--- src/rtl/fifo_pkg.sv ---
// rtl/fifo_pkg.sv - shared types and default widths for the flagged sync FIFO
package fifo_pkg;

    typedef enum logic {
        FIFO_STD  = 1'b0,
        FIFO_FWFT = 1'b1
    } fifo_mode_e;

    localparam int FIFO_ADDR_WIDTH_DEF = 5;
    localparam int FIFO_DATA_WIDTH_DEF = 8;

endpackage

--- src/rtl/fifo_mem.sv ---
// rtl/fifo_mem.sv - DEPTH x DATA_WIDTH storage, one sync write port, one async read port
//
// Ports:
//   clk      in   rising-edge write clock
//   wr_en    in   write strobe
//   wr_addr  in   write address
//   wr_data  in   write data
//   rd_addr  in   read address
//   rd_data  out  contents at rd_addr (combinational)
module fifo_mem import fifo_pkg::*; #(
    parameter int ADDR_WIDTH = FIFO_ADDR_WIDTH_DEF,
    parameter int DATA_WIDTH = FIFO_DATA_WIDTH_DEF
) (
    input  logic                  clk,
    input  logic                  wr_en,
    input  logic [ADDR_WIDTH-1:0] wr_addr,
    input  logic [DATA_WIDTH-1:0] wr_data,
    input  logic [ADDR_WIDTH-1:0] rd_addr,
    output logic [DATA_WIDTH-1:0] rd_data
);

    localparam int DEPTH = 2 ** ADDR_WIDTH;

    // Storage is deliberately not reset; the pointers define what is valid.
    logic [DATA_WIDTH-1:0] mem_q [DEPTH];

    always_ff @(posedge clk) begin
        if (wr_en) begin
            mem_q[wr_addr] <= wr_data;
        end
    end

    assign rd_data = mem_q[rd_addr];

endmodule

--- src/rtl/sync_fifo_flags.sv ---
// rtl/sync_fifo_flags.sv - single-clock FIFO with count, almost flags, error pulses and FWFT option
//
// Ports:
//   clk           in   sole clock, rising edge
//   reset         in   asynchronous active-low reset
//   Wr_enable     in   write request
//   data_in       in   write data
//   Read_enable   in   read request
//   data_out      out  read data (registered in standard mode, head-of-queue in FWFT mode)
//   full          out  count == DEPTH
//   empty         out  count == 0
//   almost_full   out  count >= AFULL_THRESH
//   almost_empty  out  count <= AEMPTY_THRESH
//   count         out  occupancy 0..DEPTH
//   overflow      out  one-cycle pulse after a rejected write
//   underflow     out  one-cycle pulse after a rejected read
module sync_fifo_flags import fifo_pkg::*; #(
    parameter int ADDR_WIDTH    = FIFO_ADDR_WIDTH_DEF,
    parameter int DATA_WIDTH    = FIFO_DATA_WIDTH_DEF,
    parameter int DEPTH         = 2 ** ADDR_WIDTH,
    parameter int AFULL_THRESH  = DEPTH - 4,
    parameter int AEMPTY_THRESH = 4,
    parameter int FWFT          = 0
) (
    input  logic                  clk,
    input  logic                  reset,
    input  logic                  Wr_enable,
    input  logic [DATA_WIDTH-1:0] data_in,
    input  logic                  Read_enable,
    output logic [DATA_WIDTH-1:0] data_out,
    output logic                  full,
    output logic                  empty,
    output logic                  almost_full,
    output logic                  almost_empty,
    output logic [ADDR_WIDTH:0]   count,
    output logic                  overflow,
    output logic                  underflow
);

    generate
        if (DEPTH != 2 ** ADDR_WIDTH) begin : g_bad_depth
            $error("sync_fifo_flags: DEPTH must equal 2**ADDR_WIDTH");
        end
        if (AFULL_THRESH <= 0 || AFULL_THRESH > DEPTH) begin : g_bad_afull
            $error("sync_fifo_flags: AFULL_THRESH out of range");
        end
        if (AEMPTY_THRESH < 0 || AEMPTY_THRESH >= DEPTH) begin : g_bad_aempty
            $error("sync_fifo_flags: AEMPTY_THRESH out of range");
        end
    endgenerate

    localparam fifo_mode_e          MODE     = fifo_mode_e'(FWFT != 0);
    localparam logic [ADDR_WIDTH:0] DEPTH_C  = (ADDR_WIDTH + 1)'(DEPTH);
    localparam logic [ADDR_WIDTH:0] AFULL_C  = (ADDR_WIDTH + 1)'(AFULL_THRESH);
    localparam logic [ADDR_WIDTH:0] AEMPTY_C = (ADDR_WIDTH + 1)'(AEMPTY_THRESH);
    localparam logic [ADDR_WIDTH:0] ONE_C    = (ADDR_WIDTH + 1)'(1);

    // Pointers carry an extra wrap bit; only the low bits address memory.
    logic [ADDR_WIDTH:0]   wr_ptr_q, wr_ptr_d;
    logic [ADDR_WIDTH:0]   rd_ptr_q, rd_ptr_d;
    logic [ADDR_WIDTH:0]   count_q, count_d;
    logic [DATA_WIDTH-1:0] data_out_q, data_out_d;
    logic                  overflow_q, overflow_d;
    logic                  underflow_q, underflow_d;

    logic                  rd_ok;
    logic                  wr_ok;
    logic [DATA_WIDTH-1:0] mem_rdata;

    fifo_mem #(
        .ADDR_WIDTH (ADDR_WIDTH),
        .DATA_WIDTH (DATA_WIDTH)
    ) u_mem (
        .clk     (clk),
        .wr_en   (wr_ok),
        .wr_addr (wr_ptr_q[ADDR_WIDTH-1:0]),
        .wr_data (data_in),
        .rd_addr (rd_ptr_q[ADDR_WIDTH-1:0]),
        .rd_data (mem_rdata)
    );

    // Flags decode the registered count only, so they never glitch on inputs.
    assign full         = (count_q == DEPTH_C);
    assign empty        = (count_q == '0);
    assign almost_full  = (count_q >= AFULL_C);
    assign almost_empty = (count_q <= AEMPTY_C);
    assign count        = count_q;
    assign overflow     = overflow_q;
    assign underflow    = underflow_q;

    // A read at full frees a slot in the same cycle, so the write may proceed.
    assign rd_ok = Read_enable & ~empty;
    assign wr_ok = Wr_enable & (~full | rd_ok);

    always_comb begin
        wr_ptr_d    = wr_ptr_q;
        rd_ptr_d    = rd_ptr_q;
        count_d     = count_q;
        data_out_d  = data_out_q;
        overflow_d  = Wr_enable & ~wr_ok;
        underflow_d = Read_enable & ~rd_ok;

        if (wr_ok) begin
            wr_ptr_d = wr_ptr_q + ONE_C;
        end
        if (rd_ok) begin
            rd_ptr_d   = rd_ptr_q + ONE_C;
            data_out_d = mem_rdata;
        end
        if (wr_ok && !rd_ok) begin
            count_d = count_q + ONE_C;
        end else if (rd_ok && !wr_ok) begin
            count_d = count_q - ONE_C;
        end
    end

    always_ff @(posedge clk or negedge reset) begin
        if (!reset) begin
            wr_ptr_q    <= '0;
            rd_ptr_q    <= '0;
            count_q     <= '0;
            data_out_q  <= '0;
            overflow_q  <= 1'b0;
            underflow_q <= 1'b0;
        end else begin
            wr_ptr_q    <= wr_ptr_d;
            rd_ptr_q    <= rd_ptr_d;
            count_q     <= count_d;
            data_out_q  <= data_out_d;
            overflow_q  <= overflow_d;
            underflow_q <= underflow_d;
        end
    end

    // FWFT presents the head entry directly; it reads as zero while empty so
    // uninitialised storage never reaches the port.
    always_comb begin
        data_out = data_out_q;
        if (MODE == FIFO_FWFT) begin
            data_out = empty ? '0 : mem_rdata;
        end
    end

endmodule
--- config.mk ---
export PLATFORM = sky130hd
export DESIGN_NAME = sync_fifo_flags
export DESIGN_NICKNAME = d
export VERILOG_FILES = /design/src/rtl/fifo_pkg.sv /design/src/rtl/fifo_mem.sv /design/src/rtl/sync_fifo_flags.sv
export SDC_FILE = /design/constraint.sdc
export NUM_CORES = 1
export LEC_CHECK = 0
export CAP_MARGIN = 0
export CORE_UTILIZATION = 50
export CTS_CLUSTER_SIZE = 12
export DETAILED_ROUTE_END_ITERATION = 10
export HOLD_SLACK_MARGIN = 0.15
export PLACE_DENSITY = 0.66
export SETUP_SLACK_MARGIN = 0.15
export SLEW_MARGIN = 5
export SYNTH_ARGS = -nofsm -noshare
export SYNTH_HDL_FRONTEND = slang
export SYNTH_SLANG_ARGS = --single-unit
--- constraint.sdc ---
create_clock -name clk -period 4.1 [get_ports clk]
set_input_delay 0.82 -clock clk [delete_from_list [all_inputs] [get_ports clk]]
set_output_delay 0.82 -clock clk [all_outputs]
set_load 0.01 [all_outputs]
# Yosys cells after proc, flatten, opt, wreduce, memory -nomap -nowiden
# Memories as Yosys holds them, arrays and structs flattened. A register that Yosys moved wholly into a read port is not among the register bits.
# Index checks and enable logic that the tools add are counted.
[classes]
muxes = 4
bitwise = 9
eq_ne = 1
n_reduce_logical = 7
add_sub_neg = 4
n_lt_le_gt_ge = 2
[op_table]
columns = ["op", "count"]
rows = [
  ["$add A6 B1 Y6 const B", 3],
  ["$mux W6", 2],
  ["$eq A6 B6 Y1 const B", 1],
  ["$ge A6 B5 Y1 const B", 1],
  ["$le A6 B3 Y1 const B", 1],
  ["$logic_not A6 Y1", 1],
  ["$sub A6 B1 Y6 const B", 1],
  ["$and A1 B1 Y1", 4],
  ["$not A1 Y1", 4],
  ["$logic_not A1 Y1", 3],
  ["$logic_and A1 B1 Y1", 2],
  ["$mux W1", 2],
  ["$reduce_bool A2 Y1", 1],
  ["$or A1 B1 Y1", 1],
]
[totals]
output_inout_bits = 20
ram_bits = 256
register_bits = 20
inputBits = 12
memories = 1
[mem_list]
columns = ["memory", "depth", "word_bits", "rd", "rd_clocked_by_memory_dff", "write_ports", "line_no", "rtl"]
rows = [
  ["u_mem.mem_q", 32, 8, 1, 1, 1, "fifo_mem.sv:25", "logic [DATA_WIDTH-1:0] mem_q [DEPTH];"],
]

# Logic depth before layout (Yosys ltp)
# Gate-level depths: netlist of the first run.
[logic_depth]
depth_word = 9
ltp_mapped = 12
depth_no_buf = 10

# Hierarchy
# A second synthesis of the first run with hierarchy kept.
[hier_totals]
hier_cells = 517
hier_area_um2 = 11254.5
[modules_own_cells]
columns = ["module", "area_per_inst_um2", "seq_area_each_um2", "instances", "cells_per_inst"]
rows = [
  ["fifo_mem", 9893.2, 7687.4, 1, 409],
  ["sync_fifo_flags", 1361.3, 650.6, 1, 108],
]

# Worst setup path after synthesis of the first run
# No wires, ideal clock.
[synth_timing]
path_kind = "register to register"
from = "register count_q[3], in the netlist count[3]"
to = "register count_q[5], in the netlist count[5]"
synth_period_minus_slack_ps = 3128
slack_ps = 972
setup_ps = 81
stages_incl_launch_ff = 13
arrival_ps = 3047
t_required_ps = 4019
cell_sequence = "dfrtp_1 -> or4_1 -> buf_2 -> o21a_1 -> clkbuf_1 -> inv_1 -> ha_1 -> inv_1 -> ha_1 -> nand2_1 -> o21a_1 -> o311ai_0 -> xnor2_1"
[synth_between]
elab_chain_cells = 8
[synth_lines]
columns = ["item", "line_no", "rtl"]
rows = [
  ["start: declaration", "sync_fifo_flags.sv:61", "logic [ADDR_WIDTH:0] count_q, count_d;"],
  ["start signal: assignment", "sync_fifo_flags.sv:128", "count_q <= count_d;"],
  ["$logic_not A6 Y1", "sync_fifo_flags.sv:84", "assign empty = (count_q == '0);"],
  ["$not A1 Y1", "sync_fifo_flags.sv:92", "assign rd_ok = Read_enable & ~empty;"],
  ["$and A1 B1 Y1", "sync_fifo_flags.sv:92", ""],
  ["$or A1 B1 Y1", "sync_fifo_flags.sv:93", "assign wr_ok = Wr_enable & (~full | rd_ok);"],
  ["$and A1 B1 Y1", "sync_fifo_flags.sv:93", ""],
  ["$logic_not A1 Y1", "sync_fifo_flags.sv:112", "end else if (rd_ok && !wr_ok) begin"],
  ["$logic_and A1 B1 Y1", "sync_fifo_flags.sv:112", ""],
  ["$reduce_bool A2 Y1 (no line)", "--", ""],
]
# Several ways; a longest one is shown, not always the timed one. The select of a mux whose other input is x is not followed.
# A chain may end at the register's enable or synchronous reset.

# Worst setup path in the final report of the first run
[layout_timing]
from = "register count_q[3], in the netlist count[3]"
to = "output full"
[layout_between]
elab_chain_cells = 1
[layout_lines]
columns = ["item", "line_no", "rtl"]
rows = [
  ["$eq A6 B6 Y1", "sync_fifo_flags.sv:83", "assign full = (count_q == DEPTH_C);"],
  ["end: declaration", "sync_fifo_flags.sv:31", "output logic full,"],
]
# Every way passes these cells.

==> results.toml, run 1 <==
[pwr]
p_int_mw = 5.84
seq_power_share_pct = 46.4
pwr-share-comb_pct = 26.6
irDropWorstVdd_uv = 280
clkPwrFrac_pct = 27.0
finalPower_mw = 8.47
sw_frac_of_total_pct = 31.0
power_density_mw_per_mm2 = 669
power.static_leakage_nw = 4.23
switchingPower_mw = 2.62

[sta]
final-hold-violation-count = 0
slew_headroom_pct = 14.2
whs_ns = 0.501
min_period_over_period_pct = 82.2
tightest_slew_ns = 1.28
drv_slew = 0
rsz0062_at_grt = "false"
period_minus_slack_ns = 3.37
fin_tns_setup_ns = 0
setup_viol = 0
fmax_mhz = 297
fin_skew_ns = 0.0197

[yosys]
synth_area_mm2 = 0.0113
async_flop_share_pct = 9.22
ys_types = 52
yosys_warnings = 0
syn_area_per_cell_um2 = 18.6
synth_seq_cells = 282
yosysSeqAreaShare_pct = 73.9
syn_nets = 629
synth-edff-count = 256
syn_inst = 606
synth_top_flop_cell = "edfxtp_1"

[final_layout]
syn_to_final_growth_pct = 12.0
mostFrequentLayoutCells = "edfxtp_1, mux4_2, nor2_1"
final_net_count = 666
drive_gt1_share_pct = 16.0
n_antenna_cell = 0
final_common_cell = "edfxtp_1"
finalNonFillerCells = 941
final_area_mm2 = 0.0126

[clocking]
clock_sinks = 282
cts_buffer_depth = 3
clock_latency_ns = 0.55
clock-root-buffer = "clkbuf_16"
clkTransAtPathRegs_ns = 0.06
cts_tree = "built"
postCtsSetupBuffers = 0
numCtsBuffers = 28
cts.hold.buffers_added = 0
cts_resized = 0
htreeDepth = 1

[drt]
first_pass_iters = 10
drt_iter0_markers = 487
antenna_left = 0
drc_errors = 5
viasPerCell = 6.01
wirelength_mm = 22.6
post_drt_wl_per_cell_um = 24.0
vias = 5656

[global_routing]
grt_first_pass_wirelength_mm = 34.6
grt_use_total_pct = 19.9
grt_max_degree = 49
grt_pass1_vias = 5703
antenna_found_initial = 0
grt-ovfl-total = 0

[setup_path]
cp-end-kind = "output pin"
worst-setup-path-type = "register to output pin"
regToRegEndpoint = "count[5]"
worst-endpoint-required_ns = 3.28
cp_max_fo = 6
worst-r2r-cell-count = 11
r2r_start = "count[3]"
rrSetupSlack_ns = 0.81
arrival_ns = 2.55
critPathLaunchType = "register"

[die]
dieArea_mm2 = 0.0232
boundaryPins = 32
dieWidth_um = 152
start_util_pct = 51.4
fp.dieH_um = 152
core_area_mm2 = 0.0220
num_rows = 54

[placement]
place_area_mm2 = 0.0119
dp.cells = 893
dpl.hpwl_mm = 14.0
portBuffers = 31
gp_congestion = 0.912

[hold_path]
holdPathEnd = "rd_ptr_q[4]"
min_path_cells = 1
hold_start = "rd_ptr_q[4]"
hold_path.class = "register to register"

[outcome]
violations = "DRC"
outcome = "finished with violations"

[job]
drv_cap = 0
==> critical path: stages, from the launching register on <==
cell             delay [ns]
dfrtp_1                0.43
or4_1                  0.67
nor3_1                 0.31
clkdlybuf4s50_1        0.60
==> power by group through the flow <==
stage / Sequential [mW] / Clock (mW) / Combinational, mW
after CTS: 3.94 / 2.31 / 2.27
after detailed placement: 4.00 / 0 / 2.26
after global placement: 3.98 / 0 / 2.22
final: 3.93 / 2.28 / 2.25
after floorplan: 3.63 / 0 / 1.82
after global routing: 3.99 / 2.41 / 2.41
==> final cells by class <==
class	instances	area, µm²
clock buffer	44	771
sequential	282	8340
timing repair buffer	41	370
tap	280	350
inverter	7	26.3
multi-input combinational	283	2760
fill	1641	9310
clock inverter	4	28.8
==> worst max-delay path by stage <==
stage,cells past startpoint,endpoint,start
floorplan,12,count[5],count[3]
global placement,11,count[5],Read_enable
detailed placement,11,count[5],Read_enable
CTS,3,full,count[2]
global route,11,count[5],count[3]
finish,3,full,count[3]
==> state kept, by name, indices dropped and copies added, names as in the netlist <==
name,cells
data_out,8
count,6
underflow,1
wr_ptr_q,5
u_mem.mem_q,256
overflow,1
rd_ptr_q,5
==> metal layers <==
| metal | track usage (%) | vias up | wire, µm |
|---|---|---|---|
| met5 | 0 | - | 0 |
| met4 | 4.76 | 0 | 305 |
| met3 | 2.99 | 24 | 1220 |
| met2 | 31.8 | 183 | 10900 |
| met1 | 29.1 | 2940 | 10200 |
| li1 | - | 2509 | - |
==> metrics by stage <==
stage               utilization (%)  setup WS, ns
CTS                            57.7         0.768
detailed placement             54.0         0.649
finish                         57.6         0.730
global placement               54.0         0.771
global route                   57.6         0.557
floorplan                         -         0.972
==> synth_stat cells, drive strengths merged (7+ instances only) <==
cell type	n	area share [%]
edfxtp	256	68
mux4	46	9.2
nor2	44	1.5
mux2i	41	3.6
buf	26	1.2
dfrtp	26	5.8
nand2	17	0.70
o22ai	15	0.83
a211oi	14	0.93
ha	10	1.1
xnor2	10	0.78
a21oi	9	0.40
a22oi	8	0.53
clkbuf	8	0.27
o211a	8	0.71
inv	7	0.23
==> logic make-up (layout without fill, tap and decap cells) <==
group | count (synthesis) | count (layout) | synth area share, %
and+or+nand+nor | 96 | 96 | 4.22
DFF | 282 | 282 | 73.9
AOI/OAI and AO/OA | 73 | 73 | 4.75
adders and majority gates | 11 | 11 | 1.29
xor gates and xnor gates | 12 | 12 | 0.931
muxes | 91 | 91 | 13.2
buffers and inverters | 41 | 96 | 1.74
(Power assumes the default switching activity.)
==> run 2, diff against run 1 <==
- clock period: 4.1 -> 3.3 ns (I/O delays scaled with it)
==> run 2 against run 1 <==
  * The flow still finishes with violations (DRC)
  * Wire length grew 0.16%
  * Combinational power rose by 28%
  * Die area did not move
  * Sequential share of layout area is 0.57 points lower
  * Worst setup slack worse by 0.41 ns
  * Cell area is 0.87% higher
  * Register-to-register slack worse by 0.48 ns
  * Sequential cell count unchanged
  * Highest routed layer unchanged
==> results.toml, run 2 (same netlist as run 1, synthesis figures left out) <==
[drt]
vias = 5613
drc_errors = 5
antenna_left = 0
first_pass_iters = 7
viasPerCell = 5.90
wirelength_mm = 22.6
drt_iter0_markers = 500
post_drt_wl_per_cell_um = 23.8

[sta]
setup_viol = 0
period_minus_slack_ns = 2.98
drv_slew = 0
tightest_slew_ns = 0.913
fmax_mhz = 336
slew_headroom_pct = 38.9
rsz0062_at_grt = "false"
fin_tns_setup_ns = 0
fin_skew_ns = 0.0129
whs_ns = 0.500
min_period_over_period_pct = 90.3
setup_ws_ns = 0.320
final-hold-violation-count = 0

[job]
drv_cap = 0

[placement]
portBuffers = 31
place_area_mm2 = 0.0119
place_worst_setup_slack_ns = 0.146
gp_congestion = 0.865
dp.cells = 903
dpl.hpwl_mm = 14.5

[final_layout]
syn_to_final_growth_pct = 13.0
regMostFlops = "u_mem.mem_q"
largest_reg_flops = 256
n_fill_cell = 1577
drive_gt1_share_pct = 17.4
mostFrequentLayoutCells = "edfxtp_1, mux4_2, nor2_1"
final_net_count = 676
final_area_mm2 = 0.0128
utilization_pct = 58.1
n_antenna_cell = 0
final_common_cell = "edfxtp_1"
finalNonFillerCells = 952

[global_routing]
grt_max_degree = 46
grt_use_total_pct = 20.0
grt-ovfl-total = 0
grt_pass1_vias = 5754
grt_first_pass_wirelength_mm = 34.8
antenna_found_initial = 0

[setup_path]
cp_top_family = "simple AND/OR/NAND/NOR gates"
cp_max_fo = 6
path_buf_inv = 1
critPathLaunchType = "register"
cp-end-kind = "output pin"
arrival_ns = 2.32
worst-setup-path-type = "register to output pin"
slowest_delay_ns = 0.61
worst-endpoint-required_ns = 2.64
cp_slowest_cell = "or4_4"
path_cells = "or4_4, nor3_2, clkdlybuf4s50_1"

[clocking]
clock-root-buffer = "clkbuf_16"
numCtsBuffers = 28
postCtsSetupBuffers = 0
clkTransAtPathRegs_ns = 0.06
cts_tree = "built"
clock_latency_ns = 0.53
cts_buffer_depth = 3
clock_sinks = 282
htreeDepth = 1

[die]
num_rows = 54
boundaryPins = 32
dieArea_mm2 = 0.0232
core_area_mm2 = 0.0220
fp.dieH_um = 152
start_util_pct = 51.4
dieWidth_um = 152

[pwr]
finalPower_mw = 10.5
power_density_mw_per_mm2 = 826
irDropWorstVdd_uv = 399
power.static_leakage_nw = 4.28

[outcome]
outcome = "finished with violations"
violations = "DRC"

[hold_path]
hold_path.class = "register to register"
run 2: cell count changes in the layout (fill, tap and decap cells not counted), sizes merged:
| cell | previous run | this run |
|---|---|---|
| clkbuf | 44 | 45 |
| buf | 13 | 20 |
| clkdlybuf4s50 | 28 | 31 |
run 2: what timing repair did:
item / in CTS / in global routing
setup endpoints to repair: 1 / 3
gates resized for setup: 1 / 4
hold buffers: 0 / 0
run 2: path summary, 6_finish.rpt:
check	cells after the start	endpoint	start	slack (ns)
worst min register to register	1	rd_ptr_q[4]	rd_ptr_q[4]	0.50
worst min-delay path	1	rd_ptr_q[4]	rd_ptr_q[4]	0.50
worst max register to register	9	count[5]	count[3]	0.33
worst max-delay path	3	full	count[3]	0.32
max in group asynchronous	2	wr_ptr_q[4]	reset	1.98
min in group asynchronous	1	count[0]	reset	0.64
run 2: worst register-to-register path: cells and delay by family, from the launching register on:
kind                       cells  cell delay, ns
buffers and inverters          1            0.13
adders and majority gates      2            0.55
DFF                            1            0.43
and+or+nand+nor                2            0.81
xor gates and xnor gates       1            0.15
AOI/OAI and AO/OA              3            0.79
run 2: report_power, final:
part | switching, mW | leakage (nW) | total [mW] | internal, mW
Sequential | 0.559 | 2.61 | 4.83 | 4.27
Combinational | 1.47 | 1.28 | 2.89 | 1.43
Clock | 1.20 | 0.387 | 2.81 | 1.61
run 2: cell type report:
cell class | instances | area (µm²) | area share (%)
Clock buffer | 45 | 786 | 6.16
Tap cell | 280 | 350 | 2.75
Inverter | 7 | 26.3 | 0.206
Timing Repair Buffer | 51 | 460 | 3.61
Multi-Input combinational cell | 283 | 2770 | 21.7
Clock inverter | 4 | 17.5 | 0.137
Sequential cell | 282 | 8340 | 65.4
run 2: per-layer routing:
metal	wire (µm)	global-route usage (%)	up-vias
met5	0	0	-
met1	10000	28.7	2888
met2	11100	33.2	169
li1	-	-	2530
met4	281	4.37	0
met3	1210	2.65	26
==> run 3, diff against run 2 <==
- CELL_PAD_IN_SITES_DETAIL_PLACEMENT: not set -> 0
- CELL_PAD_IN_SITES_GLOBAL_PLACEMENT: not set -> 1
- CORE_ASPECT_RATIO: not set -> 0.9
- PLACE_DENSITY: 0.66 -> 0.74
==> run 3 against run 2 <==
  * Critical endpoint is now count[5]
  * Wire length increased by 5.0%
  * Total power increased by 2.6%
  * The flow now finishes without violations
  * First-iteration DRC count decreased by 12%
  * Cell count increased by 1.4%
  * Fmax decreased by 2.0%
  * Register-to-register slack got worse by 0.07 ns
  * Die area about the same
  * Sequential cell count unchanged
==> results.toml, run 3 (same netlist as run 1, synthesis figures left out) <==
[clocking]
postCtsSetupBuffers = 0
clock_sinks = 282
clock-root-buffer = "clkbuf_16"
clock_latency_ns = 0.53
htreeDepth = 1
clkTransAtPathRegs_ns = 0.06
numCtsBuffers = 28
cts_tree = "built"
cts_buffer_depth = 3

[global_routing]
grt-ovfl-total = 0
grt_max_degree = 53
grt_first_pass_wirelength_mm = 36.2
met3_usage_pct = 3.24
antenna_found_initial = 0
grt_use_total_pct = 21.3
grt_pass1_vias = 5816
top_usage_layer = "met2"
grtUsageMet2_pct = 32.6
grt_util_met1_pct = 32.2

[die]
num_rows = 51
fp.dieH_um = 145
core_area_mm2 = 0.0219
start_util_pct = 51.6
dieWidth_um = 160
boundaryPins = 32
dieArea_mm2 = 0.0232

[setup_path]
cp_max_fo = 6
critPathLaunchType = "register"
cp_top_family = "compound AO/OA/AOI/OAI gates"
worst-endpoint-required_ns = 3.70
worst-setup-path-type = "register to register"
arrival_ns = 3.44
critPathMostFrequentCell = "ha_1"
slowest_delay_ns = 0.60
cp_slowest_cell = "or4_4"
path_cells = "or4_4, o41a_1, ha_1, inv_2, ha_1, and4b_1, a311oi_1, o311ai_2, xnor2_1"
cp.depth = 9
cp-end-kind = "register"
worst-r2r-cell-count = 9
path_buf_inv = 1

[drt]
wirelength_mm = 23.7
antenna_left = 0
first_pass_iters = 5
drc_errors = 0
viasPerCell = 5.94
drt_iter0_markers = 440
vias = 5734
post_drt_wl_per_cell_um = 24.6

[final_layout]
regMostFlops = "u_mem.mem_q"
final_common_cell = "edfxtp_1"
mostFrequentLayoutCells = "edfxtp_1, mux4_2, nor2_1"
n_antenna_cell = 0
largest_reg_flops = 256
drive_gt1_share_pct = 17.4
finalNonFillerCells = 965
syn_to_final_growth_pct = 13.8
final_net_count = 675

[hold_path]
hold_path.class = "register to register"
min_path_cells = 1

[sta]
whs_ns = 0.514
fmax_mhz = 329
rsz0062_at_grt = "false"
setup_viol = 0
slew_headroom_pct = 24.2
drv_slew = 0
period_minus_slack_ns = 3.04
min_period_over_period_pct = 92.1
fin_skew_ns = 0.00764
final-hold-violation-count = 0
fin_tns_setup_ns = 0
tightest_slew_ns = 1.13

[placement]
portBuffers = 31
dp.cells = 913
gp_congestion = 0.771
dpl.hpwl_mm = 14.8

[outcome]
outcome = "completed"

[pwr]
power.static_leakage_nw = 4.33
power_density_mw_per_mm2 = 841
irDropWorstVdd_uv = 481

[job]
drv_cap = 0
## run 3: cell type report
cell class,count,area [µm²]
fill,1595,9040
sequential,282,8340
multi-input combinational,283,2770
clock buffer,51,838
timing repair buffer,50,480
tap,291,364
clock inverter,1,30.0
inverter,7,26.3
## run 3: routing by layer
metal  up-vias  wire length (µm)
li1       2536                 -
met1      2990             11200
met2       175             10900
met3        33              1180
met4         0               451
met5         -                 0
## run 3: timing repair
action | 4_1_cts | 5_1_grt
hold buffers | 0 | 0
gates resized for setup | 1 | 4
cloned | 0 | 0
setup endpoints to repair | 1 | 2
## run 3: worst paths after layout
kind                        startpoint          end  slack (ns)
setup reg to reg              count[3]     count[5]        0.26
min in group asynchronous        reset     count[0]        0.64
hold reg to reg            rd_ptr_q[4]  rd_ptr_q[4]        0.51
hold / removal             rd_ptr_q[4]  rd_ptr_q[4]        0.51
max in group asynchronous        reset  data_out[0]        1.99
setup / recovery              count[3]     count[5]        0.26
## run 3: power by group
part / internal, mW / switching, mW
clock: 1.77 / 1.24
combinational: 1.46 / 1.67
sequential: 4.27 / 0.395
## run 3: per-stage QoR
step                cell area [µm²]  utilization [%]  setup slack (ns)  power, mW
global route                  12800             58.7             0.188       11.3
floorplan                     11300                -             0.172       6.77
finish                        12800             58.7             0.259       10.8
global placement              12000             54.7             0.231       7.78
detailed placement            12000             54.7            0.0874       7.86
CTS                           12800             58.7             0.194       10.9
